## config.mk

```make
export PLATFORM = sky130hd
export DESIGN_NAME = booth_mult
export DESIGN_NICKNAME = d
export VERILOG_FILES = /design/src/rtl/booth_mult.sv
export SDC_FILE = /design/constraint.sdc
export NUM_CORES = 1
export LEC_CHECK = 0
export BUFFER_PORTS_ARGS = -buffer_cell sky130_fd_sc_hd__buf_2
export CORE_MARGIN = 3
export CORE_UTILIZATION = 30
export DETAILED_ROUTE_END_ITERATION = 8
export SLEW_MARGIN = 5
export SYNTH_ARGS = -nofsm -noshare
export SYNTH_HDL_FRONTEND = slang
export SYNTH_SLANG_ARGS = --single-unit
```

## constraint.sdc

```tcl
create_clock -name clock -period 5.4 [get_ports clock]
set_input_delay 0 -clock clock [delete_from_list [all_inputs] [get_ports clock]]
set_output_delay 0 -clock clock [all_outputs]
set_load 0.02 [all_outputs]
```

## src/rtl/booth_mult.sv

```systemverilog
// -----------------------------------------------------------------------------
// booth_mult
//   Sequential radix-2 Booth multiplier. It computes the signed product
//   data_operandA * data_operandB and returns the low WIDTH bits of that
//   product. It also raises a flag when the full product does not fit in
//   WIDTH signed bits.
//
//   Each iteration performs one conditional add or subtract of the
//   multiplicand into the accumulator. It then shifts the whole
//   {acc, Q, q_-1} register right arithmetically by one bit.
//
//   Timing: RDY pulses WIDTH+1 cycles after the start edge.
//
// Ports
//   clock           in   1      rising-edge clock
//   reset_n         in   1      asynchronous active-low reset
//   ctrl_MULT       in   1      start strobe; operands are latched on the same edge
//   data_operandA   in   WIDTH  multiplicand M (signed)
//   data_operandB   in   WIDTH  multiplier Q (signed)
//   data_result     out  WIDTH  low WIDTH bits of A*B; held until the next completion
//   data_exception  out  1      1 when the product overflows WIDTH signed bits
//   data_resultRDY  out  1      one-cycle pulse; result and exception are valid
// -----------------------------------------------------------------------------
module booth_mult #(
  parameter int WIDTH = 32,
  parameter int CNT_W = 6
) (
  input  logic             clock,
  input  logic             reset_n,
  input  logic             ctrl_MULT,
  input  logic [WIDTH-1:0] data_operandA,
  input  logic [WIDTH-1:0] data_operandB,
  output logic [WIDTH-1:0] data_result,
  output logic             data_exception,
  output logic             data_resultRDY
);

  localparam logic [1:0] ST_IDLE = 2'd0;
  localparam logic [1:0] ST_RUN  = 2'd1;
  localparam logic [1:0] ST_DONE = 2'd2;

  // The counter reaches WIDTH once all iterations are complete.
  localparam logic [CNT_W-1:0] CNT_LAST = CNT_W'(WIDTH);

  logic [1:0]       state_reg;
  logic [CNT_W-1:0] cnt_reg;
  logic [WIDTH:0]   m_reg;     // multiplicand, sign-extended by one bit
  logic [WIDTH:0]   acc_reg;   // upper product half plus one guard bit
  logic [WIDTH-1:0] q_reg;     // multiplier; holds the low product half at the end
  logic             qm1_reg;   // Booth q_-1 bit
  logic [WIDTH-1:0] result_reg;
  logic             exc_reg;
  logic             rdy_reg;

  logic [WIDTH:0]   sum_next;
  logic [WIDTH:0]   acc_next;
  logic [WIDTH-1:0] q_next;
  logic             exc_next;

  // One Booth step. The extra accumulator bit keeps subtracting the most
  // negative multiplicand from wrapping.
  always_comb begin
    sum_next = acc_reg;
    case ({q_reg[0], qm1_reg})
      2'b01:   sum_next = acc_reg + m_reg;
      2'b10:   sum_next = acc_reg - m_reg;
      default: sum_next = acc_reg;
    endcase
    acc_next = {sum_next[WIDTH], sum_next[WIDTH:1]};
    q_next   = {sum_next[0], q_reg[WIDTH-1:1]};
  end

  // Overflow occurs when the upper half is not a pure sign extension
  // of the low half.
  assign exc_next = (acc_reg[WIDTH-1:0] != {WIDTH{q_reg[WIDTH-1]}});

  always_ff @(posedge clock or negedge reset_n) begin
    if (!reset_n) begin
      state_reg  <= ST_IDLE;
      cnt_reg    <= '0;
      m_reg      <= '0;
      acc_reg    <= '0;
      q_reg      <= '0;
      qm1_reg    <= 1'b0;
      result_reg <= '0;
      exc_reg    <= 1'b0;
      rdy_reg    <= 1'b0;
    end else begin
      rdy_reg <= 1'b0;
      if (ctrl_MULT) begin
        // A start in any state (re)loads the datapath and abandons
        // any operation already in flight.
        state_reg <= ST_RUN;
        cnt_reg   <= '0;
        m_reg     <= {data_operandA[WIDTH-1], data_operandA};
        acc_reg   <= '0;
        q_reg     <= data_operandB;
        qm1_reg   <= 1'b0;
      end else begin
        case (state_reg)
          ST_RUN: begin
            if (cnt_reg == CNT_LAST) begin
              state_reg  <= ST_DONE;
              result_reg <= q_reg;
              exc_reg    <= exc_next;
              rdy_reg    <= 1'b1;
            end else begin
              acc_reg <= acc_next;
              q_reg   <= q_next;
              qm1_reg <= q_reg[0];
              cnt_reg <= cnt_reg + 1'b1;
            end
          end
          ST_DONE: state_reg <= ST_IDLE;
          default: state_reg <= ST_IDLE;
        endcase
      end
    end
  end

  assign data_result    = result_reg;
  assign data_exception = exc_reg;
  assign data_resultRDY = rdy_reg;

endmodule

```

Word-level counts from Yosys, hierarchy flattened
Cells that the tools add are included.
Word-level totals
  word-level logic and storage cells: 42
  input port bits: 67
  output and inout bits: 34
  register bits after elaboration: 140
Cells by class
  bitwise gates (word level): 1
  reductions and logical operators: 3
  equal/unequal tests: 7
  add/sub/neg operators: 3
  multiplexer cells: 19
Operator list (count)
  $mux W33: 3
  $mux W32: 3
  $pmux W33 S2: 1
  $add A33 B33 Y33: 1
  $sub A33 B33 Y33: 1
  $ne A32 B32 Y1: 1
  $mux W6: 3
  $add A6 B1 Y6 const B: 1
  $eq A6 B6 Y1 const B: 1
  $mux W1: 6
  $mux W2: 3
  $eq A2 B1 Y1 const B: 2
  $ne A3 B3 Y1 const B: 1
  $reduce_and A3 Y1: 1
  $eq A2 B2 Y1 const B: 1
  $ne A2 B2 Y1 const B: 1
  $reduce_and A2 Y1: 1
  $reduce_bool A2 Y1: 1
  $not A1 Y1: 1

Depth between registers and ports, before layout
  depth after elaboration: 5
  depth in mapped cells: 17
  gate-level depth less buffers: 16

Worst setup path before layout
Ideal clock, no wire load.
  path type: reg2reg
  start point: register m_reg[9]
  end point: register acc_reg[31]
  stages on the path, launching flop included: 17
  required time: 5275 ps
  buffers on the path: 1
  slack: 1934 ps
  library setup time: 125 ps
  arrival time: 3341 ps
  clock period less this slack: 3466 ps
  cells stage by stage: dfrtp_1 -> or4_1 -> nor4_2 -> nand2_1 -> nor2_1 -> a21oi_1 -> xnor2_1 -> ha_1 -> clkbuf_1 -> a21o_1 -> a21o_1 -> a21oi_1 -> a21oi_1 -> o22ai_1 -> o21ai_0 -> xnor2_1 -> o21ai_1
Between the ends
  cells in the longest elaborated chain, start to end: 5
  elaborated cells between the ends (all ways): 6
  those cells by class: add/sub (2); mux (4)
RTL lines
  start, declared: line 47  | logic [WIDTH:0] m_reg;
  start signal, assigned: line 95  | m_reg <= {data_operandA[WIDTH-1], data_operandA};
  $sub A33 B33 Y33 or $add A33 B33 Y33 (tied branches): line 66, 65
  $pmux W33 S2 (*): line 64  | case ({q_reg[0], qm1_reg})
  $mux W33 (*): line 102  | if (cnt_reg == CNT_LAST) begin
  $mux W33 (*): line 100  | case (state_reg)
  $mux W33 (*): line 90  | if (ctrl_MULT) begin
  end signal, assigned: line 108  | acc_reg <= acc_next;
  end, declared: line 48  | logic [WIDTH:0] acc_reg;
Every way passes the cells marked *; elsewhere a longest branch is shown, timed or not. The select of a mux whose other input is x is not followed.
A chain may end at the register's enable or synchronous reset.

Final worst setup path
  start point: register m_reg[11]
  end point: register acc_reg[31]
Same word-level chain as after synthesis.

==> results.py <==
metrics = {
    "critical_path": {
        "cp-end-kind": "flop",
        "crit_fanout": 6,
        "crit_type": "flop to flop",
        "start_kind": "flop",
        "cp.required_ps": 5700,
        "cp.arrival_ps": 4540,
    },
    "drt": {
        "dr.pass1.iters": 5,
        "drt_iter0_markers": 629,
        "route.top_layer_used": "met4",
        "wl_met1_um": 11620,
        "drc_errors": 0,
        "wl_met2_um": 10690,
        "routed-via-count": 7366,
        "via_per_inst": 5.063,
        "wl_met3_um": 991,
        "wirelength_um": 23590,
        "ant_nets": 0,
        "detail_route.wl_per_cell_um": 16.21,
    },
    "die": {
        "die_area_um2": 29910,
        "start_util_pct": 30.76,
        "die_h_um": 172.9,
        "ios": 101,
        "core_um2": 27180,
        "die_w_um": 172.9,
        "rows": 60,
    },
    "final_layout": {
        "nets": 1175,
        "final_common_cell": "nand2_1",
        "n_fill_cell": 2764,
        "multiInputGateArea_um2": 4578,
        "layout_common_cells": "nand2_1 (180), dfrtp_1 (139), buf_2 (98), o21ai_0 (85), dlygate4sd3_1 (66)",
        "seqCellArea_um2": 3478,
        "fin_util_pct": 38.26,
        "layout.cells.non_filler": 1455,
        "n_antenna_cell": 0,
        "drive_gt1_share_pct": 16.53,
        "area_delta_synth_final_pct": 24.38,
    },
    "min_path": {
        "hp-class": "input port to asynchronous set/reset pin",
    },
    "sta": {
        "fmax_mhz": 235.6,
        "fin_crit_ps": 4245,
        "fin_tns_setup_ps": 0,
        "setup_violations": 0,
        "fin_crit_sh_pct": 78.60,
        "hold_viol": 0,
        "worst_pin_slew_ps": 1166,
        "finalWorstSetupSlack_ps": 1155,
        "drv_slew": 0,
        "relSlewSlack_pct": 22.15,
        "fin_skew_ps": 13.32,
        "rsz0062_at_grt": "false",
    },
    "clock_tree": {
        "cts.sinks": 139,
        "cts_resized": 0,
        "cts_tree": "done",
        "clk_path_buf_depth": 2,
        "clk_pin_slew_ps": 60,
        "cts_setup_buffers": 0,
        "clk_latency_ps": 430,
        "cts_made_buffers": 17,
        "root_buffer": "clkbuf_16",
        "htreeDepth": 4,
    },
    "logic_synthesis": {
        "yosysWarnings": 0,
        "ys_ff_latch": 139,
        "yosysSeqAreaShare_pct": 41.60,
        "synthesis.nets": 1036,
        "synth_area_leader_cell": "dfrtp_1",
        "synth_area_leaders": "dfrtp_1 (42%), nand2_1 (8.1%), ha_1 (5.4%), o21ai_0 (5.1%), xnor2_1 (4.7%)",
        "synth_top_area_share_pct": 41.60,
        "synth.distinct_cells": 64,
        "synthArstFlopShare_pct": 100.0,
        "syn-cell-area_um2": 8361,
        "avgSynthCellArea_um2": 8.971,
        "synth_edf_count": 0,
        "synthCells": 932,
        "synthFlopType": "dfrtp_1",
    },
    "global_route": {
        "grt_max_degree": 95,
        "track_usage_pct": 15.72,
        "grt_remaining_overflow": 0,
        "grt_pass1_wl_um": 38540,
        "antenna_found_initial": 0,
        "grt_pass1_vias": 7079,
    },
    "power_and_ir_drop": {
        "p_seq_share_pct": 33.3,
        "p_comb_share_pct": 38.7,
        "total_leakage_power_nw": 4.721,
        "ir_drop_mv": 0.2214,
        "p_sw_mw": 1.655,
        "p_per_area_nw_per_um2": 408.4,
        "swShare_pct": 38.97,
        "p_clk_share_pct": 28.0,
        "total_power_mw": 4.247,
        "p_int_mw": 2.592,
    },
    "place": {
        "io_buffers": 100,
        "dp_cells": 1358,
        "hpwlAfterDp_um": 16460,
        "dp_slack_ps": 1264,
        "gp_congestion": 0.8973,
    },
    "outcome": {
        "status": "completed",
    },
    "flow_run": {
        "drv_cap": 0,
    },
}
==> critical path, cell delays in order, from the launching register on <==
cell	delay, ps
dfrtp_1	420
nor4_1	640
nand2_1	110
nor4_1	840
nor2b_1	310
a21oi_1	110
xnor2_1	140
ha_1	390
nand2_1	120
o21ai_0	260
nor2_1	80
o211ai_1	100
o22ai_1	140
o21ai_0	230
xnor2_1	150
o21ai_1	70
==> logic make-up after synthesis <==
logic type	share of synthesized area (%)
simple gates	17.15
fa+ha+maj	5.627
buf+inv	3.667
xor+xnor	7.004
mux	7.318
compound gates	17.63
flops	41.60
==> synth_stat cells, types with 21 or more instances <==
library cell and instances:
a21o_1 21, a21oi_1 58, clkbuf_1 35, dfrtp_1 139
ha_1 36, inv_1 21, mux2_2 25, mux2i_1 33
nand2_1 181, nor2_1 46, nor3_1 21, o21ai_0 85
xnor2_1 45
==> stage by stage <==
| step | hold slack, ps | area (µm²) |
|---|---|---|
| 5_1_grt | 324.6 | 10400 |
| 3_3_place_gp | 159.9 | 9148 |
| 2_1_floorplan | -295.6 | 8361 |
| 4_1_cts | 271.7 | 10400 |
| 6_report | 214.9 | 10400 |
| 3_5_place_dp | 156.0 | 9148 |
==> cell type report <==
cell class | count | share of cell area, %
inverter | 21 | 0.7580
multi-input combinational | 721 | 44.03
timing repair buffer | 171 | 11.61
clock inverter | 12 | 1.324
tap | 372 | 4.476
clock buffer | 19 | 4.356
sequential | 139 | 33.45
==> power by group through the flow <==
stage                     sequential, mW  clock, mW  combinational (mW)
final                               1.42       1.19                1.64
after global placement              1.43          0                1.57
after detailed placement            1.43          0                1.58
after global routing                1.44       1.25                1.83
after CTS                           1.41       1.21                1.63
after floorplan                     1.36          0                1.24
==> final timing paths <==
path	from	endpoint	slack (ps)	depth (start not counted)
min in group clock	data_operandA[18]	m_reg[18]	320	4
max	m_reg[11]	acc_reg[31]	1160	15
max reg2reg	m_reg[11]	acc_reg[31]	1160	15
max in group asynchronous	reset_n	m_reg[26]	4030	3
min	reset_n	data_result[29]	210	2
min reg2reg	data_result[10]	data_result[10]	470	2
==> metal layers <==
layer,up-vias,global-route usage (%)
met5,-,0
met4,0,3.818
met3,27,2.525
met2,166,24.16
met1,3590,23.15
li1,3583,-
==> what timing repair did <==
action	in CTS	in global routing
endpoints found under the setup margin	0	0
hold buffers	66	0
hold endpoints to repair	163	0
Power figures use the tool's default switching activity.
